$ cat src/rtl/ps2_keycode_rx.sv
// PS/2 Set-2 receiver that tracks the single held game key (D, F, Space, J, K)
// and presents it as an 8-bit HID keycode in the pixel clock domain.
module ps2_keycode_rx #(
  parameter int unsigned FILTER_LEN     = 8,
  parameter int unsigned TIMEOUT_CYCLES = 50000
) (
  input  logic       pixel_clk,
  input  logic       Reset_n,
  input  logic       ps2_clk,
  input  logic       ps2_data,
  output logic [7:0] keycode,
  output logic       key_strobe,
  output logic       frame_error
);

  localparam int unsigned FW = $clog2(FILTER_LEN + 1);
  localparam int unsigned TW = $clog2(TIMEOUT_CYCLES + 1);

  localparam logic [7:0] CODE_EXT = 8'hE0;
  localparam logic [7:0] CODE_BRK = 8'hF0;

  typedef enum logic [1:0] {
    S_IDLE,
    S_DATA,
    S_PARITY,
    S_STOP
  } state_t;

  // Maps a Set-2 make code to its HID code; zero means "not a game key".
  function automatic logic [7:0] game_code(input logic [7:0] scan);
    case (scan)
      8'h23:   return 8'h07;
      8'h2B:   return 8'h09;
      8'h29:   return 8'h2C;
      8'h3B:   return 8'h0D;
      8'h42:   return 8'h0E;
      default: return 8'h00;
    endcase
  endfunction

  // ---------------------------------------------------------------------------
  // Input synchronizers, held at the idle-high level during reset
  // ---------------------------------------------------------------------------
  logic [1:0] clk_sync;
  logic [1:0] data_sync;
  logic       clk_s;
  logic       data_s;

  // NOTE: clocked state always uses non-blocking (<=) so every register sees
  // the pre-edge value of its neighbours, exactly like real flip-flops.
  always_ff @(posedge pixel_clk or negedge Reset_n) begin
    if (!Reset_n) begin
      clk_sync  <= 2'b11;
      data_sync <= 2'b11;
    end else begin
      clk_sync  <= {clk_sync[0], ps2_clk};
      data_sync <= {data_sync[0], ps2_data};
    end
  end

  assign clk_s  = clk_sync[1];
  assign data_s = data_sync[1];

  // ---------------------------------------------------------------------------
  // Falling-edge filter: one acceptance per low phase, after FILTER_LEN lows
  // ---------------------------------------------------------------------------
  logic [FW-1:0] low_cnt;
  logic          armed;
  logic          edge_ok;

  assign edge_ok = armed && !clk_s && (low_cnt == FW'(FILTER_LEN - 1));

  always_ff @(posedge pixel_clk or negedge Reset_n) begin
    if (!Reset_n) begin
      low_cnt <= '0;
      armed   <= 1'b1;
    end else if (clk_s) begin
      low_cnt <= '0;
      armed   <= 1'b1;
    end else begin
      if (edge_ok) begin
        armed <= 1'b0;
      end
      if (low_cnt != FW'(FILTER_LEN)) begin
        low_cnt <= low_cnt + FW'(1);
      end
    end
  end

  // ---------------------------------------------------------------------------
  // Frame FSM
  // ---------------------------------------------------------------------------
  state_t        state;
  state_t        state_next;
  logic [2:0]    bitcnt;
  logic [7:0]    shreg;
  logic          par_bit;
  logic [TW-1:0] tmo_cnt;
  logic          timeout;
  logic          byte_ok;
  logic          bad_frame;

  // An accepted edge always wins over the timeout in the same cycle.
  assign timeout = (state != S_IDLE) && !edge_ok &&
                   (tmo_cnt == TW'(TIMEOUT_CYCLES - 1));

  always_ff @(posedge pixel_clk or negedge Reset_n) begin
    if (!Reset_n) begin
      state <= S_IDLE;
    end else begin
      state <= state_next;
    end
  end

  // NOTE: every signal assigned in always_comb gets a default at the top, so
  // no path can leave it unassigned and infer a latch.
  always_comb begin
    state_next = state;
    if (timeout) begin
      state_next = S_IDLE;
    end else if (edge_ok) begin
      case (state)
        S_IDLE:   if (!data_s) state_next = S_DATA;
        S_DATA:   if (bitcnt == 3'd7) state_next = S_PARITY;
        S_PARITY: state_next = S_STOP;
        S_STOP:   state_next = S_IDLE;
        default:  state_next = S_IDLE;
      endcase
    end
  end

  always_comb begin
    byte_ok   = 1'b0;
    bad_frame = 1'b0;
    if (timeout) begin
      bad_frame = 1'b1;
    end else if (edge_ok) begin
      case (state)
        S_IDLE: bad_frame = data_s;
        S_STOP: begin
          byte_ok   = data_s && (^{shreg, par_bit});
          bad_frame = !byte_ok;
        end
        default: ;
      endcase
    end
  end

  // NOTE: the shift register is reset too; it is a handful of flops, and a
  // known value keeps the parity check deterministic straight out of reset.
  always_ff @(posedge pixel_clk or negedge Reset_n) begin
    if (!Reset_n) begin
      bitcnt  <= '0;
      shreg   <= '0;
      par_bit <= 1'b0;
      tmo_cnt <= '0;
    end else begin
      if (state == S_IDLE || edge_ok) begin
        tmo_cnt <= '0;
      end else begin
        tmo_cnt <= tmo_cnt + TW'(1);
      end
      if (edge_ok) begin
        case (state)
          S_IDLE:   bitcnt <= '0;
          S_DATA: begin
            shreg[bitcnt] <= data_s;
            bitcnt        <= bitcnt + 3'd1;
          end
          S_PARITY: par_bit <= data_s;
          default: ;
        endcase
      end
    end
  end

  // ---------------------------------------------------------------------------
  // Scancode decoder and registered outputs
  // ---------------------------------------------------------------------------
  logic       brk;
  logic       ext;
  logic       brk_next;
  logic       ext_next;
  logic [7:0] keycode_next;
  logic       strobe_next;
  logic [7:0] mapped;

  assign mapped = game_code(shreg);

  always_comb begin
    keycode_next = keycode;
    strobe_next  = 1'b0;
    brk_next     = brk;
    ext_next     = ext;
    if (byte_ok) begin
      if (shreg == CODE_EXT) begin
        ext_next = 1'b1;
      end else if (shreg == CODE_BRK) begin
        brk_next = 1'b1;
      end else begin
        brk_next = 1'b0;
        ext_next = 1'b0;
        if (!ext && mapped != 8'h00) begin
          if (!brk) begin
            if (mapped != keycode) begin
              keycode_next = mapped;
              strobe_next  = 1'b1;
            end
          end else if (mapped == keycode) begin
            keycode_next = 8'h00;
          end
        end
      end
    end
  end

  always_ff @(posedge pixel_clk or negedge Reset_n) begin
    if (!Reset_n) begin
      keycode     <= 8'h00;
      key_strobe  <= 1'b0;
      frame_error <= 1'b0;
      brk         <= 1'b0;
      ext         <= 1'b0;
    end else begin
      keycode     <= keycode_next;
      key_strobe  <= strobe_next;
      frame_error <= bad_frame;
      brk         <= brk_next;
      ext         <= ext_next;
    end
  end

endmodule

$ cat config.mk
export PLATFORM = sky130hd
export DESIGN_NAME = ps2_keycode_rx
export DESIGN_NICKNAME = d
export VERILOG_FILES = /design/src/rtl/ps2_keycode_rx.sv
export SDC_FILE = /design/constraint.sdc
export NUM_CORES = 1
export LEC_CHECK = 0
export ABC_CLOCK_PERIOD_IN_PS = 8200
export CAP_MARGIN = 0
export CORE_ASPECT_RATIO = 1.1
export CORE_MARGIN = 8
export CORE_UTILIZATION = 40
export DETAILED_ROUTE_END_ITERATION = 10
export SETUP_SLACK_MARGIN = 0.5
export SLEW_MARGIN = 0
export SYNTH_ARGS = -nofsm -noshare
export SYNTH_HDL_FRONTEND = slang
export SYNTH_SLANG_ARGS = --single-unit
export TNS_END_PERCENT = 50
$ cat constraint.sdc
create_clock -name pixel_clk -period 8.2 [get_ports pixel_clk]
set_clock_uncertainty 0.15 [all_clocks]
set_input_delay 2.46 -clock pixel_clk [delete_from_list [all_inputs] [get_ports pixel_clk]]
set_output_delay 2.46 -clock pixel_clk [all_outputs]
set_load 0.02 [all_outputs]
==> qor.csv, run 1 <==
metric;value;unit
GRT busiest layer;met2;
largest net degree at the start of global routing;49;
Post-synth EDFFs;0;
peak supply drop;78.2;uV
Fin. Hold Viols;0;
post_cts resized;0;
# placed instances;330;
setup TNS;0;ps
hold depth;0;
M1 GR Usage;0.129;
Syn Std Cell Area;2640;sq um
GPL Wtd Cong;0.765;
Tot GR Track Use;0.102;
dpl hpwl;3.13;mm
CTS tree;yes;
Vias/cell;5.11;
min Tclk post-route;3920;ps
Crit path depth;1;
R2R depth;9;
core footprint;6480;sq um
Final Total Pwr;506;uW
distinct cell type count after synthesis;54;
GRT met2 Usage;0.162;
most common cell in the netlist;dfrtp_1;
M3 GR Usage;0.0200;
CP max stage cell;clkdlybuf4s50_1;
Nets;269;
Syn Area/Cell;10.9;sq um
top cell type's share of synthesized area;0.407;
max capacitance violation total;0;
max-slew violations;0;
first-pass GRT wire length;7.86;mm
unrepaired setup endpoints after global routing;false;
cts bufs inserted;5;
fin cells;338;
# hold bufs at CTS;0;
CTS clk-pin slew, worst paths;80;ps
CP Capture Type;output pin;
Routed Antenna Nets;0;
commonest cells in the synthesized netlist;dfrtp_1 (43), nor2_1 (27), nand2_1 (13);
root buffer cell;clkbuf_8;
status;complete, no violations;
filler cell count;601;
CP Launch Type;flop;
Worst EP required;5590;ps
worst hold-check path type;flop to flop;
CP top delay family;buffers and inverters;
number of port buffers;10;
critical path class;flop to output pin;
period utilization;0.478;
via count;1727;
Max Root-Sink Buffers;2;
Slew Limit Headroom;0.533;
layout cells sized above 1;0.145;
antenna fix cells;0;
pwr/cell area;174;nW/um^2
chip width;93.5;um
Initial DRT Pass Iterations;4;
Mapped Cells;243;
crit-path cells;clkdlybuf4s50_1;
Peak Freq;0.255;GHz
Synth Register Bits;48;
top-level I/O count;14;
# rows;31;
Post-Route WL;4.52;mm
Initial Util;0.408;
placed inst area;2810;sq um
Leak;1.32;nW
Main synth FF type;dfrtp_1;
post-CTS setup buffer count;0;
Worst-Margin Slew;691;ps
Die Area;9470;sq um
vias in the first global route;1681;
grt total ovfl;0;
Crit path largest cell delay;620;ps
endpoints failing setup;0;
die height;101;um
sequential area share after synthesis;0.457;
initial antenna violation count;0;
Yosys warnings;0;
Worst Path Buf+Inv;1;
asr flop ratio synth;1.00;
Synth area leaders;dfrtp_1 (41%), dfstp_2 (5.0%), ha_1 (4.7%), xor2_1 (4.0%), mux2_2 (3.8%);
post-route design area;2900;sq um
drt drc;0;
crit-path max FO;3;
initial DRC count;61;
Synth area leader;dfrtp_1;
Area growth syn-to-layout;9.84;%
CTS sink cnt;48;
Clk Latency, worst-skew pair;300;ps
Routed WL per cell;13.4;um
CP Data Arrival Time;1310;ps
# H-tree levels;2;
## logic make-up after synthesis
group / Yosys count / share of synthesized area
AO/OA/AOI/OAI: 25 / 0.0663
XOR/XNOR: 26 / 0.102
adder cells (fa/ha/maj): 10 / 0.0473
buffers and inverters: 19 / 0.0345
flip-flops: 48 / 0.457
multiplexers: 17 / 0.0781
other: 1 / 0.00142
AND/OR/NAND/NOR: 97 / 0.214
## per-stage QoR
| step | setup slack [ps] | hold WS (ps) | util |
|---|---|---|---|
| CTS | 4250 | 210 | 0.448 |
| floorplan | 5140 | 195 | - |
| detailed placement | 4580 | 197 | 0.434 |
| global placement | 4610 | 197 | 0.434 |
| finish | 4280 | 209 | 0.448 |
| global route | 4240 | 213 | 0.448 |
## routing by layer
| layer | share of wire | wire length, um | up-vias |
|---|---|---|---|
| li1 | - | - | 870 |
| met1 | 0.51 | 2320 | 832 |
| met2 | 0.45 | 2010 | 21 |
| met3 | 0.026 | 119 | 4 |
| met4 | 0.014 | 62 | 0 |
| met5 | 0 | 0 | - |
## registers in the layout, indices dropped and copies added (netlist names)
| signal | cells |
|---|---|
| state | 2 |
| clk_sync | 2 |
| frame_error | 1 |
| bitcnt | 3 |
| data_sync | 2 |
| key_strobe | 1 |
| keycode | 5 |
| low_cnt | 4 |
| par_bit | 1 |
| tmo_cnt | 16 |
| shreg | 8 |
| armed | 1 |
| brk | 1 |
| ext | 1 |
## path summary, 6_finish.rpt
check / startpoint / slack, ps / to
worst max register to register: shreg[5] / 5120 / keycode[2]
min in group asynchronous: Reset_n / 2110 / shreg[3]
worst min-delay path: data_sync[0] / 210 / data_sync[1]
worst max-delay path: keycode[5] / 4280 / keycode[5]
max in group asynchronous: Reset_n / 5390 / state[1]
worst min register to register: data_sync[0] / 210 / data_sync[1]
## power breakdown
part,total [mW],internal [mW],switching (mW)
Sequential,0.281,0.255,0.0254
Combinational,0.0799,0.0329,0.0471
Clock,0.146,0.0686,0.0772
## final cells by class
| cell class | instances | area [sq um] | area share |
|---|---|---|---|
| multi-input cells | 178 | 1350 | 0.466 |
| flip-flops and latches | 48 | 1210 | 0.416 |
| repair buffers | 12 | 110 | 0.0379 |
| well taps | 82 | 103 | 0.0353 |
| clock buffers | 7 | 86.3 | 0.0297 |
| inverters | 10 | 37.5 | 0.0129 |
| clock inverters | 1 | 7.51 | 0.00259 |
## placed cells by master (no fill, tap or decap), types with 3 or more instances in the layout
cell type	instances
a21o_1	3
a21oi_1	7
a32o_1	3
and3_1	6
and4_1	4
clkbuf_8	6
clkdlybuf4s50_1	9
conb_1	3
dfrtp_1	43
dfstp_2	5
ha_1	10
inv_1	10
mux2_2	9
mux2_4	5
mux2i_1	3
nand2_1	13
nand3_1	10
nand3b_1	4
nand4_1	5
nor2_1	27
nor3_1	5
nor3b_1	3
o21ai_0	3
xnor2_1	11
xor2_1	12
(Power assumes the default switching activity.)
==> run 2: changes to the inputs <==
--- a/config.mk
+++ b/config.mk
@@ -5,7 +5,7 @@
 export SDC_FILE = /design/constraint.sdc
 export NUM_CORES = 1
 export LEC_CHECK = 0
-export ABC_CLOCK_PERIOD_IN_PS = 8200
+export ABC_CLOCK_PERIOD_IN_PS = 3800
 export CAP_MARGIN = 0
 export CORE_ASPECT_RATIO = 1.1
 export CORE_MARGIN = 8
==> constraint.sdc (replaced) <==
create_clock -name pixel_clk -period 3.8 [get_ports pixel_clk]
set_clock_uncertainty 0.15 [all_clocks]
set_input_delay 1.14 -clock pixel_clk [delete_from_list [all_inputs] [get_ports pixel_clk]]
set_output_delay 1.14 -clock pixel_clk [all_outputs]
set_load 0.02 [all_outputs]
==> run 2 against run 1 <==
Global-route usage up 0.74 points. Sequential share of layout area shrank 0.11 points. Die area unchanged. Register-to-register slack worse by 4300 ps. Highest routed layer unchanged. Combinational power grew 120%. Non-clock buffer count is 1 higher. Final area rose by 0.26%. Clock-buffer cell count stayed put. Critical endpoint is now keycode[3]. Largest cell class unchanged. Power increased by 120%.
==> qor.csv, run 2 (same netlist as run 1, synthesis figures left out) <==
metric;value;unit
worst r2r src;shreg[5];
die height;101;um
Routed WL per cell;13.7;um
Initial DRT Pass Iterations;4;
first-pass GRT wire length;8.35;mm
Reg with most FFs;tmo_cnt;
Worst EP required;3840;ps
Die Area;9470;sq um
Post-Route WL;4.64;mm
layout cells sized above 1;0.148;
Leak;1.32;nW
largest net degree at the start of global routing;45;
Routed Antenna Nets;0;
pwr/cell area;377;nW/um^2
critical path class;flop to flop;
P_sw;327;uW
Fin. Hold Viols;0;
worst hold-check path type;flop to flop;
CTS sink cnt;48;
Initial Util;0.408;
Max Root-Sink Buffers;2;
drt drc;0;
root buffer cell;clkbuf_8;
CP Data Arrival Time;3030;ps
Flop pwr share;0.552;
# hold bufs at CTS;0;
core footprint;6480;sq um
dpl hpwl;3.30;mm
# placed instances;331;
Tot GR Track Use;0.109;
M3 GR Usage;0.0237;
post_cts resized;0;
CTS tree;yes;
Min Hold Slack;209;ps
fin cells;339;
post-place setup slack;808;ps
Slew Limit Headroom;0.354;
R2R depth;9;
period utilization;0.788;
placed inst area;2820;sq um
max capacitance violation total;0;
endpoints failing setup;0;
M1 GR Usage;0.140;
CTS clk-pin slew, worst paths;90;ps
unrepaired setup endpoints after global routing;false;
Clk Latency, worst-skew pair;300;ps
switching share of power;0.298;
Worst Setup EP;keycode[3];
max-slew violations;0;
initial DRC count;71;
crit-path max FO;7;
post-CTS setup buffer count;0;
cts bufs inserted;5;
Nets;270;
peak supply drop;222;uV
Final Util;0.449;
Largest regs;tmo_cnt x16, shreg x8, keycode x5;
GRT busiest layer;met2;
combinational share of power;0.159;
Worst-Margin Slew;969;ps
vias in the first global route;1758;
# H-tree levels;2;
Peak Freq;0.334;GHz
R2R setup slack;810;ps
initial antenna violation count;0;
number of port buffers;10;
Area growth syn-to-layout;10.1;%
top-level I/O count;14;
via count;1801;
status;complete, no violations;
GPL Wtd Cong;0.747;
most frequent cells in the layout;dfrtp_1 (43), nor2_1 (27), nand2_1 (13);
antenna fix cells;0;
Vias/cell;5.31;
final worst setup slack;805;ps
GRT met2 Usage;0.170;
min Tclk post-route;2990;ps
CP Launch Type;flop;
CP Capture Type;flop;
setup TNS;0;ps
chip width;93.5;um
post-route design area;2910;sq um
Clk pwr share;0.289;
crit path launch;shreg[5];
Pint;770;uW
Final Total Pwr;1.10;mW
grt total ovfl;0;
commonest non-fill, non-tap cell in the layout;dfrtp_1;
# rows;31;
reg2reg end;keycode[3];
number of flip-flops in the largest register;16;
-- run 2: cell count changes in the layout (fill, tap and decap cells not counted) --
cell,previous run,this run
buf_4,2,3
-- run 2: layer usage --
layer / part of all wire / vias to the layer above
li1: - / 880
met1: 0.48 / 885
met2: 0.46 / 30
met3: 0.036 / 6
met4: 0.018 / 0
met5: 0 / -
-- run 2: power groups by stage --
stage	Clock, mW	Combinational, mW	Sequential [mW]
floorplan	0	0.133	0.598
global placement	0	0.172	0.614
detailed placement	0	0.177	0.614
CTS	0.330	0.177	0.604
global route	0.354	0.199	0.611
finish	0.317	0.174	0.605
-- run 2: final cells by class --
type	instances	area, sq um
tap	82	103
clock buffer	7	86.3
clock inverter	1	7.51
fill	614	3570
inverter	10	37.5
multi-input combinational	178	1350
timing repair buffer	13	118
sequential	48	1210
-- run 2: critical path, stage by stage, from the launching register on --
cell	delay (ps)
dfrtp_1	450
and3b_1	210
o211ai_1	390
a21boi_0	330
xor2_1	170
nand3_1	90
ha_1	290
a211oi_2	280
nand4_4	200
mux2_4	340
-- run 2: worst min path at each step --
| stage | startpoint | end | slack, ps | depth (start not counted) |
|---|---|---|---|---|
| finish | data_sync[0] | data_sync[1] | 210 | 0 |
| global route | data_sync[0] | data_sync[1] | 210 | 0 |
| CTS | data_sync[0] | data_sync[1] | 210 | 0 |
| detailed placement | data_sync[0] | data_sync[1] | 200 | 0 |
| global placement | data_sync[0] | data_sync[1] | 200 | 0 |
| floorplan | clk_sync[0] | clk_sync[1] | 200 | 0 |
==> run 3: changes to the inputs <==
--- a/config.mk
+++ b/config.mk
@@ -5,7 +5,7 @@
 export SDC_FILE = /design/constraint.sdc
 export NUM_CORES = 1
 export LEC_CHECK = 0
-export ABC_CLOCK_PERIOD_IN_PS = 3800
+export ABC_CLOCK_PERIOD_IN_PS = 2800
 export CAP_MARGIN = 0
 export CORE_ASPECT_RATIO = 1.1
 export CORE_MARGIN = 8
==> constraint.sdc (replaced) <==
create_clock -name pixel_clk -period 2.8 [get_ports pixel_clk]
set_clock_uncertainty 0.15 [all_clocks]
set_input_delay 0.84 -clock pixel_clk [delete_from_list [all_inputs] [get_ports pixel_clk]]
set_output_delay 0.84 -clock pixel_clk [all_outputs]
set_load 0.02 [all_outputs]
==> run 3 against run 2 <==
Core utilization rose by 3.1 points. Register-to-register slack got worse by 730 ps. Final area rose by 7.0%. Critical path depth did not move. Largest cell class unchanged. Largest power group unchanged.
==> qor.csv, run 3 (same netlist as run 1, synthesis figures left out) <==
metric;value;unit
Routed Antenna Nets;0;
number of port buffers;10;
CP Data Arrival Time;2760;ps
Max Root-Sink Buffers;2;
layout cells sized above 1;0.223;
worst hold-check path type;flop to flop;
switching share of power;0.284;
Area growth syn-to-layout;17.8;%
period utilization;0.974;
post-route design area;3110;sq um
Die Area;9470;sq um
# rows;31;
max capacitance violation total;0;
pwr/cell area;511;nW/um^2
Tot GR Track Use;0.109;
CP Capture Type;flop;
Clk pwr share;0.333;
# hold bufs at CTS;0;
Initial Util;0.408;
top-level I/O count;14;
critical path class;flop to flop;
crit-path max FO;6;
Clk Latency, worst-skew pair;300;ps
Initial DRT Pass Iterations;4;
status;complete, no violations;
Post-Route WL;4.95;mm
dpl hpwl;3.50;mm
CTS clk-pin slew, worst paths;90;ps
largest net degree at the start of global routing;34;
grt total ovfl;0;
Flop pwr share;0.515;
first-pass GRT wire length;8.30;mm
CTS tree;yes;
placed inst area;2890;sq um
Leak;1.52;nW
Routed WL per cell;13.9;um
peak supply drop;275;uV
core footprint;6480;sq um
drt drc;0;
initial DRC count;84;
chip width;93.5;um
Largest regs;tmo_cnt x16, shreg x8, keycode x5;
cts bufs inserted;5;
final worst setup slack;73.6;ps
root buffer cell;clkbuf_8;
commonest non-fill, non-tap cell in the layout;dfrtp_1;
P_sw;451;uW
post-place setup slack;55.4;ps
Worst EP required;2840;ps
combinational share of power;0.152;
Final Total Pwr;1.59;mW
Nets;286;
GPL Wtd Cong;0.772;
most frequent cells in the layout;dfrtp_1 (42), nor2_1 (26), buf_4 (18);
Vias/cell;5.08;
initial antenna violation count;0;
Reg with most FFs;tmo_cnt;
Min Hold Slack;211;ps
max-slew violations;0;
CP Launch Type;flop;
die height;101;um
unrepaired setup endpoints after global routing;true;
# H-tree levels;2;
Pint;1.14;mW
Fin. Hold Viols;0;
CTS sink cnt;48;
endpoints failing setup;0;
min Tclk post-route;2730;ps
vias in the first global route;1812;
antenna fix cells;0;
setup TNS;0;ps
Peak Freq;0.367;GHz
via count;1802;
number of flip-flops in the largest register;16;
==> run 3: path summary, 6_finish.rpt <==
| path | to | slack (ps) | cells after the start | from |
|---|---|---|---|---|
| setup / recovery | keycode[5] | 70 | 9 | shreg[6] |
| max in group asynchronous | shreg[2] | 1690 | 2 | Reset_n |
| hold / removal | data_sync[1] | 210 | 0 | data_sync[0] |
| min in group asynchronous | low_cnt[0] | 300 | 1 | Reset_n |
| hold reg to reg | data_sync[1] | 210 | 0 | data_sync[0] |
| setup reg to reg | keycode[5] | 70 | 9 | shreg[6] |
==> run 3: repair_timing <==
action / CTS / global route
resized for setup: 2 / 9
endpoints found under the setup margin: 10 / 16
setup buffers: 6 / 3
pin swaps: 1 / 2
hold endpoints to repair: 0 / 0
==> run 3: per-layer routing <==
layer	GRT usage	vias up	part of all wire
met3	0.0230	5	0.018
met4	0.0521	0	0.019
met2	0.183	15	0.47
met1	0.130	883	0.49
li1	-	899	-
met5	0	-	0
==> run 3: layout make-up <==
cell class	count	area [sq um]
fillers	601	3360
multi-input cells	178	1380
flip-flops and latches	48	1210
repair buffers	29	263
well taps	82	103
clock buffers	6	82.6
clock inverters	2	38.8
inverters	10	37.5
==> run 3: stage by stage <==
stage,utilization,instances
final,0.481,355
after global routing,0.481,355
after CTS,0.473,352
after detailed placement,0.446,338
after global placement,0.446,338
after floorplan,-,245
==> run 3: critical path, cell delays in order (launching register included) <==
cell      delay [ps]
dfrtp_1          430
and3b_1          200
o211ai_1         290
a21boi_2         250
xor2_1           170
nand3_1           90
ha_1             290
a211oi_2         210
nand4_4          190
mux2_4           330
==> run 3: power groups by stage <==
stage	combinational, mW	clock (mW)	sequential [mW]
after floorplan	0.180	0	0.812
after global placement	0.236	0	0.832
after detailed placement	0.243	0	0.833
after CTS	0.247	0.552	0.820
after global routing	0.276	0.574	0.832
final	0.242	0.529	0.820
